===== config.mk =====
export PLATFORM = sky130hd
export DESIGN_NAME = ramp_pwm_array
export DESIGN_NICKNAME = d
export VERILOG_FILES = /design/src/rtl/ramp_pwm_array.sv
export SDC_FILE = /design/constraint.sdc
export NUM_CORES = 1
export LEC_CHECK = 0
export CAP_MARGIN = 20
export CORE_MARGIN = 10
export CORE_UTILIZATION = 40
export CTS_CLUSTER_DIAMETER = 120
export DETAILED_ROUTE_END_ITERATION = 10
export PLACE_DENSITY_LB_ADDON = 0.25
export SETUP_SLACK_MARGIN = 0.2
export SLEW_MARGIN = 0
export SYNTH_ARGS = -nofsm -noshare
export SYNTH_HDL_FRONTEND = slang
export SYNTH_HIERARCHICAL = 1
export SYNTH_SLANG_ARGS = --single-unit

===== constraint.sdc =====
create_clock -name clk -period 4.6 [get_ports clk]
set_input_delay 0.46 -clock clk [delete_from_list [all_inputs] [get_ports clk]]
set_output_delay 0.46 -clock clk [all_outputs]
set_load 0.005 [all_outputs]

===== src/rtl/ramp_pwm_array.sv =====
// ramp_pwm_array: multi-channel ramped PWM generator.
// One shared prescaler + R-bit PWM counter + step timer drive CH lanes.
// Each lane holds an (R+1)-bit duty that steps in sawtooth, triangle or hold
// mode on every step event, and registers its own compare output.
// Optional build macro RAMP_PWM_GAMMA_EN: compare against (duty*duty)>>R
// instead of duty for a perceptually linear LED fade.

module ramp_pwm_lane #(
  parameter int R    = 8,
  parameter int INIT = 0
) (
  input  logic         clk,
  input  logic         rst_n,
  input  logic         en,
  input  logic         upd,
  input  logic [1:0]   mode,
  input  logic [R-1:0] q,
  output logic [R:0]   duty,
  output logic         pwm
);
  localparam logic [R:0] FULL   = (R+1)'(1) << R;
  localparam logic [R:0] INIT_V = (R+1)'(INIT);

  logic       up;
  logic [R:0] cmp;

`ifdef RAMP_PWM_GAMMA_EN
  // Squared duty scaled back to R+1 bits; FULL*FULL>>R is FULL, so full
  // duty still compares high against every q.
  logic [2*R+1:0] sq;
  logic           unused_sq;
  assign sq        = duty * duty;
  assign cmp       = sq[2*R:R];
  assign unused_sq = ^{sq[2*R+1], sq[R-1:0]};
`else
  assign cmp = duty;
`endif

  // Duty/direction update, all lanes together on the shared step event.
  // Wrap and turnaround use explicit endpoint compares.
  always_ff @(posedge clk or negedge rst_n) begin
    if (!rst_n) begin
      duty <= INIT_V;
      up   <= 1'b1;
    end else if (upd) begin
      case (mode)
        2'b00: begin
          up   <= 1'b1;
          duty <= (duty == FULL) ? '0 : duty + 1'b1;
        end
        2'b01: begin
          if (up) begin
            if (duty == FULL) begin
              // entered from sawtooth sitting at the top: turn around
              duty <= FULL - 1'b1;
              up   <= 1'b0;
            end else begin
              duty <= duty + 1'b1;
              if (duty == FULL - 1'b1) up <= 1'b0;
            end
          end else begin
            if (duty == '0) begin
              duty <= (R+1)'(1);
              up   <= 1'b1;
            end else begin
              duty <= duty - 1'b1;
              if (duty == (R+1)'(1)) up <= 1'b1;
            end
          end
        end
        default: ;
      endcase
    end
  end

  // Registered compare; forced low while disabled.
  always_ff @(posedge clk or negedge rst_n) begin
    if (!rst_n) pwm <= 1'b0;
    else        pwm <= en & (cmp > {1'b0, q});
  end
endmodule

module ramp_pwm_array #(
  parameter int CH           = 4,
  parameter int R            = 8,
  parameter int STEP_PERIODS = 64,
  parameter int STAGGER      = 1
) (
  input  logic                  clk,
  input  logic                  rst_n,
  input  logic                  en,
  input  logic [31:0]           dvsr,
  input  logic [1:0]            mode,
  output logic [CH-1:0]         pwm_out,
  output logic [CH*(R+1)-1:0]   duty_out,
  output logic                  step
);
  localparam int SW    = (STEP_PERIODS > 1) ? $clog2(STEP_PERIODS) : 1;
  localparam logic [SW-1:0] SP_LAST = SW'(STEP_PERIODS - 1);
  localparam int SLICE = (1 << R) / CH;

  logic [31:0]          pre;
  logic [31:0]          last;
  logic [R-1:0]         q;
  logic [SW-1:0]        scnt;
  logic                 tick;
  logic                 pwrap;
  logic                 step_evt;
  logic [CH-1:0][R:0]   duty_a;

  // dvsr of 0 behaves as 1. A >= compare lets a shrunken dvsr wrap at once.
  assign last     = (dvsr == 32'd0) ? 32'd0 : dvsr - 32'd1;
  assign tick     = en && (pre >= last);
  assign pwrap    = tick && (q == '1);
  assign step_evt = pwrap && (scnt == SP_LAST);

  // Shared timebase: prescaler, PWM counter, step timer; all clear when disabled.
  always_ff @(posedge clk or negedge rst_n) begin
    if (!rst_n) begin
      pre  <= '0;
      q    <= '0;
      scnt <= '0;
    end else if (!en) begin
      pre  <= '0;
      q    <= '0;
      scnt <= '0;
    end else begin
      pre <= tick ? 32'd0 : pre + 32'd1;
      if (tick)  q    <= q + 1'b1;
      if (pwrap) scnt <= step_evt ? '0 : scnt + 1'b1;
    end
  end

  // Step pulse lines up with the cycle in which the new duties appear.
  always_ff @(posedge clk or negedge rst_n) begin
    if (!rst_n) step <= 1'b0;
    else        step <= step_evt;
  end

  for (genvar k = 0; k < CH; k++) begin : g_lane
    ramp_pwm_lane #(
      .R    (R),
      .INIT ((STAGGER != 0) ? k * SLICE : 0)
    ) u_lane (
      .clk  (clk),
      .rst_n(rst_n),
      .en   (en),
      .upd  (step_evt),
      .mode (mode),
      .q    (q),
      .duty (duty_a[k]),
      .pwm  (pwm_out[k])
    );
  end

  assign duty_out = duty_a;
endmodule

* Word level (Yosys, flattened, before mapping)
Cells that the tools add are included.
Word-level totals: output and inout bits 41, input port bits 37, logic and storage cells 117, register bits after elaboration 91
Operators by class: reduce and logical (&&, ||, !) cells 11, $add $sub $neg 12, equal/unequal tests 17, bitwise logic cells 4, multiplexer cells 52, magnitude comparators 5
Operator list (number):
- $mux W9 | 16
- $mux W32 | 3
- $pmux W9 S2 | 4
- $add A9 B1 Y9 const B | 4
- $eq A9 B1 Y1 const B | 4
- $eq A9 B8 Y1 const B | 4
- $eq A9 B9 Y1 const B | 4
- $gt A9 B8 Y1 | 4
- $logic_not A9 Y1 | 4
- $sub A9 B1 Y9 const B | 4
- $add A32 B1 Y32 const B | 1
- $ge A32 B32 Y1 | 1
- $logic_not A32 Y1 | 1
- $sub A32 B1 Y32 const B | 1
- $mux W1 | 20
- $mux W6 | 3
- $mux W8 | 2
- $add A8 B1 Y8 const B | 1
- $eq A8 B8 Y1 const B | 1
- $pmux W1 S2 | 4
- $add A6 B1 Y6 const B | 1
- $eq A6 B6 Y1 const B | 1
- $and A1 B1 Y1 | 4
- $ne A2 B1 Y1 const B | 2
- 5 further kinds | 7

* Depth between registers and ports, before layout
depth in word-level cells 9, depth in mapped cells 21, depth with buffers taken out 20

* Hierarchy
The synthesis kept the hierarchy.
Modules (own cells, without submodules):
- ramp_pwm_array | instances 1, seq. area each 1176.1 sq um, cells each 445, area each 3713.6 sq um
- ramp_pwm_lane at g_lane[1].u_lane ... | instances 2, seq. area each 277.8 sq um, cells each 163, area each 1361.3 sq um
- ramp_pwm_lane at g_lane[0].u_lane | instances 1, seq. area each 276.5 sq um, cells each 163, area each 1360.1 sq um
- ramp_pwm_lane at g_lane[3].u_lane | instances 1, seq. area each 279.0 sq um, cells each 159, area each 1253.7 sq um

* Worst setup path after synthesis
No wires, ideal clock.
kind input port to flip-flop, start point in dvsr[16], end point reg g_lane[0].u_lane.duty[8], buffers on the path 3, stages 20, setup slack -680 ps, data required time 4529 ps, data arrival time 5209 ps, path through or3_1 -> or4_1 -> clkbuf_1 -> or3_1 -> clkbuf_1 -> nor3_1 -> xor2_1 -> nand2_1 -> ha_1 -> nand4_1 -> nor4_1 -> nand2_1 -> a31oi_1 -> o21ai_1 -> nor2_1 -> nor2b_1 -> clkbuf_1 -> o21ai_0 -> or3_1 -> nand4_1
On the way: word-level cells in the longest chain between the ends 7
Ends and longest elaborated chain:
- start: declaration | RTL line 92 | input logic [31:0] dvsr,
- $sub A32 B1 Y32 / $logic_not A32 Y1 (equally long branches) | RTL line 112 | assign last = (dvsr == 32'd0) ? 32'd0 : dvsr - 32'd1;
- $mux W32 (*) | RTL line 112
- $ge A32 B32 Y1 (*) | RTL line 113 | assign tick = en && (pre >= last);
- $logic_and A1 B1 Y1 (*) | RTL line 113
- $logic_and A1 B1 Y1 (*) | RTL line 114 | assign pwrap = tick && (q == '1);
- $logic_and A1 B1 Y1 (*) | RTL line 115 | assign step_evt = pwrap && (scnt == SP_LAST);
- net step_evt | RTL line 108 | logic step_evt;
- $reduce_and A2 Y1 (no source line) (*)
- end signal: assignment | RTL line 58 | duty <= duty + 1'b1;
- end signal: assignment | RTL line 63 | duty <= (R+1)'(1);
- end signal: assignment | RTL line 66 | duty <= duty - 1'b1;
- end: declaration | RTL line 18 | output logic [R:0] duty,
The timed path passes the listed nets; every way through them passes the cells marked *. A chain may end at the register's enable or synchronous reset.

* Worst setup path in the final report
start point in dvsr[27], end point reg g_lane[1].u_lane.duty[3]
On the way: word-level cells in the longest chain between the ends 7
Ends and longest elaborated chain (RTL line):
- $sub A32 B1 Y32 / $logic_not A32 Y1 (equally long branches) | 112
- $mux W32 (*) | 112
- $ge A32 B32 Y1 (*) | 113
- $logic_and A1 B1 Y1 (*) | 113
- $logic_and A1 B1 Y1 (*) | 114
- $logic_and A1 B1 Y1 (*) | 115
- net step_evt | 108
- $reduce_and A2 Y1 (no source line) (*)
- end signal: assignment | 58
- end signal: assignment | 63
- end signal: assignment | 66
- end: declaration | 18
Marked as above.

==> flow_summary.json <==
{
  "status": "finished with violations",
  "violations": "negative setup slack",
  "cp.arrival_ns": 4.96,
  "synthArstFlopShare": 1.00,
  "final_common_cell": "buf_4",
  "rsz0062_at_grt": "true",
  "p_leak_nw": 5.02,
  "io_buffers": 77,
  "route.detailed.drc": 0,
  "min_path_type": "primary input to async pin",
  "gp_congestion": 0.879,
  "cts_buffers": 9,
  "final_layout_size_suffix_gt1_frac": 0.251,
  "hold_ws_ns": 0.224,
  "path_max_fanout": 12,
  "synth_simple_gate_area_frac": 0.287,
  "clkTransAtPathRegs_ns": 0.07,
  "synth_area_per_cell_sq_um": 8.28,
  "cts_tree": "yes",
  "mostFrequentLayoutCells": "buf_4, nor2_1, nand2_1",
  "required_ns": 4.85,
  "die_area_sq_mm": 0.0290,
  "synth_top_family_by_area": "simple AND/OR/NAND/NOR gates",
  "worstMarginPinSlew_ns": 0.976,
  "boundaryPins": 78,
  "fin_area_sq_mm": 0.0119,
  "slew_headroom": 0.347,
  "grt-ovfl-total": 0,
  "clockRootBuffer": "clkbuf_16",
  "synth_mux_area_frac": 0.0263,
  "grt_use_met2": 0.307,
  "rr_startpoint": "pre[29]$_DFF_PN0_",
  "finalPower_w": 0.00176,
  "crit_top_cell": "nand4_1",
  "core_region_area_sq_mm": 0.0220,
  "setup_viol": 26,
  "nNetsFinal": 1371,
  "endpoint_kind": "flop",
  "synth_cells": 1093,
  "place_area_sq_mm": 0.0107,
  "criticalPathCategory": "primary input to flop",
  "max_stage_delay_ns": 0.51,
  "synth-xor-area-share": 0.0794,
  "maxCapViolations": 0,
  "synthAdderAreaFrac": 0.118,
  "grt_max_degree": 67,
  "antennaDiodeCount": 0,
  "cts.path.max_buffers": 2,
  "die_width_microns": 170,
  "yosys_warnings": 6,
  "reg2reg_to": "g_lane[1].u_lane/duty[3]$_DFFE_PN0P_",
  "fin_worst_skew_ns": 0.0121,
  "ant_nets": 0,
  "ys_seq_elements": 91,
  "drt_wl_total_microns": 26300,
  "synth_edf_count": 0,
  "start_kind": "primary input",
  "setup_tns_ns": -1.23,
  "drt_iter0_markers": 495,
  "period_share": 1.02,
  "synth_compound_area_frac": 0.174,
  "grtUsageMet1": 0.232,
  "synth_top_flop_cell": "dfrtp_1",
  "grt_usage": 0.179,
  "p_per_area_mw_per_mm2": 148,
  "routed_via_density": 5.69,
  "wl_per_cell_microns": 17.1,
  "drv_slew": 0,
  "fin_ws_ns": -0.107,
  "ys_types": 78,
  "gr-max-usage-layer": "met2",
  "clk-insertion-delay-late_ns": 0.35,
  "hold_viol": 0,
  "row_count": 54,
  "ir_worst_vdd_mv": 0.168,
  "drt_pre_antenna_iters": 4,
  "cts_max_level": 3,
  "cts.sinks": 91,
  "r2r_cells": 12,
  "hold_buffers": 0,
  "vias": 8721,
  "path_cells": "clkdlybuf4s50_1, or4_1, or3_1, or3_4, bufbuf_16, nand2_1, ha_4, nand4_1, nor4_4, nand2_2, a31oi_4, o21ai_4, nor2_4, nor2b_4, nand4_1, xor2_1, and3_1, o32ai_1",
  "grt_util_met3": 0.0280,
  "cp_slowest_cell": "or4_1",
  "start_util": 0.411,
  "die_y_microns": 170,
  "antenna_found_initial": 0,
  "syn_area_sq_mm": 0.00905,
  "syn_to_final_growth_pct": 31.8,
  "reg2reg_setup_slack_ns": 1.54,
  "fmax_mhz": 212,
  "final_util": 0.541,
  "grt_pass1_wl_microns": 43700,
  "syn_nets": 1215,
  "grt_pass1_vias": 8758,
  "hpwl_microns": 18500,
  "ys_seq_area_frac": 0.253,
  "fin_crit_ns": 4.71
}
worst max-delay path by stage:
stage	end	from	depth (start not counted)	slack (ns)
floorplan	g_lane[0].u_lane/duty[3]$_DFFE_PN0P_	dvsr[20]	19	-0.05
global placement	g_lane[1].u_lane/duty[3]$_DFFE_PN0P_	dvsr[20]	19	-0.68
detailed placement	g_lane[2].u_lane/duty[3]$_DFFE_PN0P_	dvsr[20]	19	-0.76
CTS	g_lane[2].u_lane/duty[3]$_DFFE_PN0P_	dvsr[14]	19	0.07
global route	g_lane[0].u_lane/duty[3]$_DFFE_PN0P_	dvsr[23]	19	-0.39
finish	g_lane[1].u_lane/duty[3]$_DFFE_PN0P_	dvsr[27]	18	-0.11
layer usage:
layer	up-vias	part of all wire
met4	0	0.014
met5	-	0
met2	165	0.49
met3	33	0.039
met1	4249	0.46
li1	4274	-
critical path: cells and delay by family:
family / cells / cell delay (ns)
xor gates and xnor gates: 1 / 0.18
adders and majority gates: 1 / 0.14
AOI/OAI and AO/OA: 3 / 0.58
buffers and inverters: 2 / 0.70
and+or+nand+nor: 11 / 2.90
sequential cells by signal, summed over array words and instances, names as in the netlist:
| register | flops |
|---|---|
| q | 8 |
| step | 1 |
| g_lane.u_lane/duty | 36 |
| pre | 32 |
| scnt | 6 |
| g_lane.u_lane/up | 4 |
| g_lane.u_lane/pwm | 4 |
through the flow:
stage | std cells | worst slack, ns
after global placement | 1480 | -0.677
after floorplan | 1093 | -0.0507
after CTS | 1520 | 0.0684
final | 1533 | -0.107
after global routing | 1533 | -0.389
after detailed placement | 1480 | -0.765
power by group:
| part | switching (W) | internal [W] |
|---|---|---|
| Clock | 0.000321 | 0.000432 |
| Combinational | 0.000106 | 0.0000924 |
| Sequential | 0.00000377 | 0.000804 |
synth_stat cells, types with 11 or more instances:
cell | count | area share
a211oi_1 | 16 | 0.013
a21oi_1 | 37 | 0.020
and3_1 | 26 | 0.018
buf_2 | 14 | 0.0077
buf_6 | 11 | 0.014
clkbuf_1 | 30 | 0.012
dfrtp_1 | 83 | 0.23
ha_1 | 85 | 0.12
inv_1 | 60 | 0.025
mux2i_1 | 17 | 0.019
nand2_1 | 104 | 0.043
nand2b_1 | 23 | 0.016
nand3_1 | 44 | 0.024
nand4_1 | 33 | 0.023
nor2_1 | 104 | 0.043
nor2b_1 | 14 | 0.0097
nor3_1 | 35 | 0.019
nor4_1 | 14 | 0.0097
o21ai_0 | 61 | 0.034
or3_1 | 21 | 0.015
xnor2_1 | 32 | 0.031
xor2_1 | 50 | 0.048
cell families after synthesis:
group                      Yosys count
DFF                                 91
muxes                               23
xor gates and xnor gates            82
buffers and inverters              121
AOI/OAI and AO/OA                  218
and+or+nand+nor                    473
adders and majority gates           85
timing repair:
item | 4_1_cts | 5_1_grt
pin swaps | 41 | 35
gates resized for setup | 102 | 82
endpoints found under the setup margin | 40 | 40
endpoints found under the hold margin | 0 | 0
setup buffers | 24 | 13
cloned | 1 | 0
cell type report:
type | instances | area (sq um)
multi-input cells | 881 | 6900
clock buffers | 12 | 246
clock inverters | 3 | 40.0
fillers | 2000 | 10100
inverters | 60 | 225
flip-flops and latches | 91 | 2290
well taps | 280 | 350
repair buffers | 206 | 1880
(Power assumes the default switching activity.)
